`src/rtl/cache_mem_arbiter.sv`:
```
// Arbitrates the shared cacheline-adaptor port between the instruction and data caches.
// One line transaction is outstanding at a time; the completion is returned as a one-cycle resp pulse.
module cache_mem_arbiter #(
    parameter int ADDR_W      = 32,
    parameter int LINE_W      = 256,
    parameter int OFFSET_W    = 5,
    parameter int ROUND_ROBIN = 1
) (
    input  logic              clk,
    input  logic              rst,

    input  logic [ADDR_W-1:0] instr_cache_address,
    input  logic              instr_cache_read,
    input  logic              instr_cache_write,
    input  logic [LINE_W-1:0] instr_cache_to_pmem,
    output logic [LINE_W-1:0] instr_pmem_to_cache,
    output logic              instr_cache_resp,

    input  logic [ADDR_W-1:0] data_cache_address,
    input  logic              data_cache_read,
    input  logic              data_cache_write,
    input  logic [LINE_W-1:0] data_cache_to_pmem,
    output logic [LINE_W-1:0] data_pmem_to_cache,
    output logic              data_cache_resp,

    output logic [ADDR_W-1:0] cache_address,
    output logic              cache_read,
    output logic              cache_write,
    output logic [LINE_W-1:0] cache_to_pmem,
    input  logic [LINE_W-1:0] pmem_to_cache,
    input  logic              cache_resp
);

    typedef enum logic [2:0] {
        IDLE   = 3'd0,
        BUSY_I = 3'd1,
        BUSY_D = 3'd2,
        DONE_I = 3'd3,
        DONE_D = 3'd4
    } state_e;

    state_e            state_q, state_d;
    logic              last_data_q, last_data_d;
    logic [ADDR_W-1:0] addr_q, addr_d;
    logic [LINE_W-1:0] wdata_q, wdata_d;
    logic              read_q, read_d;
    logic              write_q, write_d;
    logic [LINE_W-1:0] instr_rdata_q, instr_rdata_d;
    logic [LINE_W-1:0] data_rdata_q, data_rdata_d;
    logic              instr_resp_q, instr_resp_d;
    logic              data_resp_q, data_resp_d;

    logic instr_pending;
    logic data_pending;
    logic grant_data;

    assign instr_pending = instr_cache_read | instr_cache_write;
    assign data_pending  = data_cache_read | data_cache_write;

    // On contention, round robin hands the port to whoever did not win last time.
    always_comb begin
        grant_data = data_pending;
        if (instr_pending && data_pending) begin
            grant_data = (ROUND_ROBIN != 0) ? ~last_data_q : 1'b1;
        end
    end

    always_comb begin
        state_d       = state_q;
        last_data_d   = last_data_q;
        addr_d        = addr_q;
        wdata_d       = wdata_q;
        read_d        = read_q;
        write_d       = write_q;
        instr_rdata_d = instr_rdata_q;
        data_rdata_d  = data_rdata_q;
        instr_resp_d  = 1'b0;
        data_resp_d   = 1'b0;

        case (state_q)
            IDLE: begin
                // A write wins over a simultaneous read from the same requester.
                if (instr_pending || data_pending) begin
                    if (grant_data) begin
                        state_d     = BUSY_D;
                        last_data_d = 1'b1;
                        addr_d      = {data_cache_address[ADDR_W-1:OFFSET_W], {OFFSET_W{1'b0}}};
                        wdata_d     = data_cache_to_pmem;
                        write_d     = data_cache_write;
                        read_d      = ~data_cache_write;
                    end else begin
                        state_d     = BUSY_I;
                        last_data_d = 1'b0;
                        addr_d      = {instr_cache_address[ADDR_W-1:OFFSET_W], {OFFSET_W{1'b0}}};
                        wdata_d     = instr_cache_to_pmem;
                        write_d     = instr_cache_write;
                        read_d      = ~instr_cache_write;
                    end
                end
            end
            BUSY_I: begin
                if (cache_resp) begin
                    if (read_q) begin
                        instr_rdata_d = pmem_to_cache;
                    end
                    read_d       = 1'b0;
                    write_d      = 1'b0;
                    instr_resp_d = 1'b1;
                    state_d      = DONE_I;
                end
            end
            BUSY_D: begin
                if (cache_resp) begin
                    if (read_q) begin
                        data_rdata_d = pmem_to_cache;
                    end
                    read_d      = 1'b0;
                    write_d     = 1'b0;
                    data_resp_d = 1'b1;
                    state_d     = DONE_D;
                end
            end
            DONE_I, DONE_D: begin
                state_d = IDLE;
            end
            default: begin
                state_d = IDLE;
                read_d  = 1'b0;
                write_d = 1'b0;
            end
        endcase
    end

    always_ff @(posedge clk or posedge rst) begin
        if (rst) begin
            state_q       <= IDLE;
            last_data_q   <= 1'b1;
            addr_q        <= '0;
            wdata_q       <= '0;
            read_q        <= 1'b0;
            write_q       <= 1'b0;
            instr_rdata_q <= '0;
            data_rdata_q  <= '0;
            instr_resp_q  <= 1'b0;
            data_resp_q   <= 1'b0;
        end else begin
            state_q       <= state_d;
            last_data_q   <= last_data_d;
            addr_q        <= addr_d;
            wdata_q       <= wdata_d;
            read_q        <= read_d;
            write_q       <= write_d;
            instr_rdata_q <= instr_rdata_d;
            data_rdata_q  <= data_rdata_d;
            instr_resp_q  <= instr_resp_d;
            data_resp_q   <= data_resp_d;
        end
    end

    assign cache_address       = addr_q;
    assign cache_to_pmem       = wdata_q;
    assign cache_read          = read_q;
    assign cache_write         = write_q;
    assign instr_pmem_to_cache = instr_rdata_q;
    assign data_pmem_to_cache  = data_rdata_q;
    assign instr_cache_resp    = instr_resp_q;
    assign data_cache_resp     = data_resp_q;

endmodule
```
`config.mk`:
```
export PLATFORM = sky130hd
export DESIGN_NAME = cache_mem_arbiter
export DESIGN_NICKNAME = d
export VERILOG_FILES = /design/src/rtl/cache_mem_arbiter.sv
export SDC_FILE = /design/constraint.sdc
export NUM_CORES = 2
export LEC_CHECK = 0
export ABC_AREA = 1
export ABC_CLOCK_PERIOD_IN_PS = 84100
export BUFFER_PORTS_ARGS = -buffer_cell sky130_fd_sc_hd__buf_2
export CORE_AREA = 2 2 631 633
export CTS_BUF_LIST = sky130_fd_sc_hd__clkbuf_8
export CTS_CLUSTER_DIAMETER = 100
export DETAILED_ROUTE_END_ITERATION = 10
export DIE_AREA = 0 0 633 635
export MAX_ROUTING_LAYER = met4
export SLEW_MARGIN = 20
export SYNTH_ARGS = -nofsm -noshare
export SYNTH_HDL_FRONTEND = slang
export SYNTH_SLANG_ARGS = --single-unit
```
`constraint.sdc`:
```
create_clock -name clk -period 84.1 [get_ports clk]
set_input_delay 16.82 -clock clk [delete_from_list [all_inputs] [get_ports clk]]
set_output_delay 16.82 -clock clk [all_outputs]
set_load 0.005 [all_outputs]
```
* Word level (Yosys, flattened, before mapping)
Cells that the tools add are included.
** Storage, ports and cells
- Bits in registers :: 808
- Word-level logic and storage cells :: 53
- Output and inout port bits :: 804
- Input port bits :: 839
** Operators by class
- Equality and inequality tests :: 8
- Reductions and logical operators :: 10
- Bitwise gates (word level) :: 6
- Mux-type cells :: 19
** Operators with widths (number)
- 2-to-1 mux 256 bit :: 1
- 2-to-1 mux 32 bit :: 1
- AND reduction 3 bit :: 4
- 2-to-1 mux 1 bit :: 10
- 2-to-1 mux 3 bit :: 3
- case mux 3 bit (3 select lines) :: 1
- == test 3 x 2 -> 1 bit, second input constant :: 2
- inequality test 2 bit, second input constant :: 3
- case mux 1 bit (3 select lines) :: 2
- inverter 1 bit :: 4
- OR reduction 2 bit :: 2
- == test 3 x 1 -> 1 bit, second input constant :: 1
- == test 3 bit, second input constant :: 1
- zero test 3 bit :: 1
- 2-to-1 mux 2 bit :: 1
- inequality test 2 x 1 -> 1 bit, second input constant :: 1
- OR 1 bit :: 2
- AND reduction 2 bit :: 1
- logical AND 1 bit :: 1
- logical OR 1 bit :: 1

* Longest topological paths before layout
- Depth in word-level cells :: 6
- Mapped depth :: 9
- Gate-level depth less buffers :: 7

* Worst setup path after synthesis
Ideal clock, no wire load.
- Path type :: input to register
- Start point :: input port instr_cache_write
- End point :: register wdata_q[0] (netlist: cache_to_pmem[0])
- Library setup time :: 124 ps
- Path buffers :: 2
- Arrival time :: 17701 ps
- Setup slack :: 66275 ps
- Stages on the path :: 6
- Required time :: 83976 ps
- Cells stage by stage :: o21ai_0 -> nand2_1 -> buf_4 -> clkbuf_1 -> a21oi_1 -> a21oi_1
** On the way
- Word-level cells in the longest chain between the ends :: 4
- Elaborated cells on any way between the ends :: 6
- Those cells by class :: 2 x mux; 1 x bitwise; 3 x reduce/logical
** RTL lines
- start, declared :: line 14 : input logic instr_cache_write,
- OR 1 bit (*) :: line 57 : assign instr_pending = instr_cache_read | instr_cache_write;
- logical AND 1 bit :: line 63 : if (instr_pending && data_pending) begin
- 2-to-1 mux 1 bit :: line 63
- 2-to-1 mux 256 bit :: line 84 : if (grant_data) begin
- end signal, assigned :: line 150 : wdata_q <= wdata_d;
- end, declared :: line 45 : logic [LINE_W-1:0] wdata_q, wdata_d;
Every way passes the cells marked *; elsewhere a longest branch is shown, timed or not.
A chain may end at the register's enable or synchronous reset.

==> metrics.md <==
| Metric | Value |
|---|---|
| DR vias | 33,200 |
| Largest net degree at the start of global routing | 182 |
| Hold Violations, Final | 0 |
| Clock Path Buffers | 4 |
| WHS Path Cells | 2 |
| RSZ-0062 raised after global routing | false |
| CP Data Arrival Time | 21,290 ps |
| Post-cts sizing count | 0 |
| Synth Register Bits | 803 |
| Tot Pwr | 1.95 mW |
| Drt initial violations | 2,668 |
| Port buffer count | 1,627 |
| Status | completed |
| Slowest CP cell | buf_4 |
| Total gr overflow | 0 |
| Peak Freq | 0.0493 GHz |
| Reg-to-reg setup timing slack | 79,910 ps |
| Vias in the first global route | 32,000 |
| Synthesized cell area | 32,200 µm² |
| GP Congestion | 1.01 |
| Max Cap Viol | 0 |
| Cell mode on critical path | buf_4 |
| Root Buffer | clkbuf_8 |
| Register area share after synthesis | 62.5% |
| H-tree depth | 4 |
| Share of cells above drive strength 1 | 36.6% |
| Die ar. | 402,000 µm² |
| Min-Delay Path Class | reg2reg |
| Synth Instances | 3,516 |
| Slowest cell delay on critical path | 770 ps |
| Hold endpoint | cache_write$_DFFE_PP0P_ |
| Commonest non-fill, non-tap cell in the layout | buf_2 |
| Netlist cell types | 20 |
| TNS Setup | 0 ps |
| Via/cell ratio | 3.13 |
| Initial antenna violation count | 371 |
| Power per cell area | 39.2 nW/µm² |
| Cell Chain, Critical Path | buf_2 -> inv_8 -> buf_4 -> buf_4 -> buf_4 -> buf_4 -> buf_6 |
| Clock power frac | 23.1% |
| Internal power | 1.09 mW |
| DR WL/cell | 29.5 µm |
| Layout area overhead | 54.4% |
| Hpwl dp | 272,000 µm |
| Syn Area/Cell | 9.15 µm² |
| Sequential Power Share | 35.0% |
| Clock sink total | 803 |
| Setup crit start kind | input port |
| R2R Path End | instr_pmem_to_cache[153]$_DFFE_PP0P_ |
| Detailed-route DRC error count | 0 |
| Antenna-violating nets left | 0 |
| CTS tree | built |
| Slew @ Worst Pin | 1180 ps |
| VDD IR max | 0.0235 mV |
| Fin crit share | 24.1% |
| Clk_lat worst skew | 1010 ps |
| Worst slew margin | 21.1% |
| Net Sw Power | 858 µW |
| Origin of the worst min-delay path | cache_write$_DFFE_PP0P_ |
| # nets final | 5,943 |
| Final worst path period need | 20,270 ps |
| Worst-path fanout max | 85 |
| Die X | 633 µm |
| Worst r2r src | cache_read$_DFFE_PP0P_ |
| Setup Skew | 87.5 ps |
| DRT Wirelength | 313,000 µm |
| Total CTS buffers | 164 |
| Row Count | 231 |
| Slew Viols, Final | 0 |
| Initial core utilization | 8.15% |
| Die Span Y | 635 µm |
| Global-route wire length before repair | 382,000 µm |
| # hold bufs at CTS | 0 |
| Crit Path Class | in2async |
| DRT Pass-1 Iters | 6 |
| Leakage | 24.3 nW |
| CP Capture Type | async pin |
| Reg2Reg Depth | 7 |
| Commonest non-fill, non-tap cells in the layout | buf_2, nand2_1, dfrtp_1, a21oi_1, o21ai_0 |
| CORE AREA | 395,000 µm² |
| Final Setup Violations | 0 |
| Clk slew on worst S/H paths | 60 ps |
| Sw frac | 44.1% |
| Overall global routing resource usage | 15.5% |
| Comb pwr share | 41.9% |
| Top Ports | 1,643 |
| CP Data Required Time | 85,120 ps |
| Yosys warns | 0 |
| Post CTS Setup Buffer Count | 0 |
area by class of cell:
type,count,area (µm²)
tap,5242,6560
multi-input combinational,2206,9720
inverter,270,1030
clock buffer,197,2710
sequential,803,20100
clock inverter,90,739
antenna,137,343
timing repair buffer,1659,8450
fill,45700,345000
per-stage QoR:
step	hold WS, ps	setup slack [ps]	utilization (%)	cell area (µm²)	instances
global placement	460	62350	11.6	45900	10200
CTS	477	63480	12.5	49300	10500
detailed placement	463	62310	11.6	45900	10200
global route	495	63330	12.6	49600	10600
floorplan	465	44730	-	32200	3520
finish	470	63830	12.6	49700	10600
worst max path at each step:
| stage | start | end | slack (ps) | depth (start not counted) |
|---|---|---|---|---|
| final | rst | instr_pmem_to_cache[225]$_DFFE_PP0P_ | 63830 | 7 |
| after global routing | rst | data_pmem_to_cache[183]$_DFFE_PP0P_ | 63330 | 7 |
| after CTS | rst | data_pmem_to_cache[177]$_DFFE_PP0P_ | 63480 | 7 |
| after detailed placement | rst | data_pmem_to_cache[174]$_DFFE_PP0P_ | 62310 | 7 |
| after global placement | rst | data_pmem_to_cache[161]$_DFFE_PP0P_ | 62350 | 7 |
| after floorplan | rst | cache_address[10]$_DFFE_PP0P_ | 44730 | 1 |
worst max-delay path: cells and delay by family:
kind | cells | cell delay (ps)
buffers and inverters | 7 | 4160
routing by layer:
| metal | part of all wire [%] | track usage, % |
|---|---|---|
| met5 | 0 | - |
| met1 | 34 | 14.7 |
| met2 | 44 | 23.7 |
| met3 | 18 | 12.1 |
| met4 | 4.3 | 4.84 |
cell families (layout without fill, tap and decap cells):
group	after synthesis	after routing	share of synthesized area, %
buffers and inverters	511	2216	7.49
DFF	803	803	62.5
other	1	142	0.0117
and+or+nand+nor	1117	1117	13.2
AOI/OAI and AO/OA	1084	1084	16.9
synth_stat cells, drive strengths merged:
master | number | area [µm²]
nand2 | 820 | 3090
dfrtp | 802 | 20100
a21oi | 567 | 2840
o21ai | 517 | 2590
nor2 | 292 | 1100
inv | 269 | 1010
buf | 192 | 1210
clkbuf | 49 | 184
nand3 | 4 | 20.0
clkinv | 1 | 5.00
conb | 1 | 3.75
dfstp | 1 | 26.3
nor3 | 1 | 16.3
power by group through the flow:
| stage | registers, mW | logic [mW] | clock network [mW] |
|---|---|---|---|
| detailed placement | 0.683 | 0.841 | 0 |
| floorplan | 0.697 | 0.313 | 0 |
| CTS | 0.680 | 0.843 | 0.470 |
| global placement | 0.678 | 0.834 | 0 |
| finish | 0.682 | 0.816 | 0.451 |
| global route | 0.703 | 0.897 | 0.485 |
state kept, by name, indices dropped and copies added (netlist names):
register,cells
instr_pmem_to_cache,256
cache_address,27
cache_write,1
cache_to_pmem,256
state_q,3
instr_cache_resp,1
last_data_q,1
data_cache_resp,1
data_pmem_to_cache,256
cache_read,1
No activity file was read; power rests on OpenSTA's default activity.
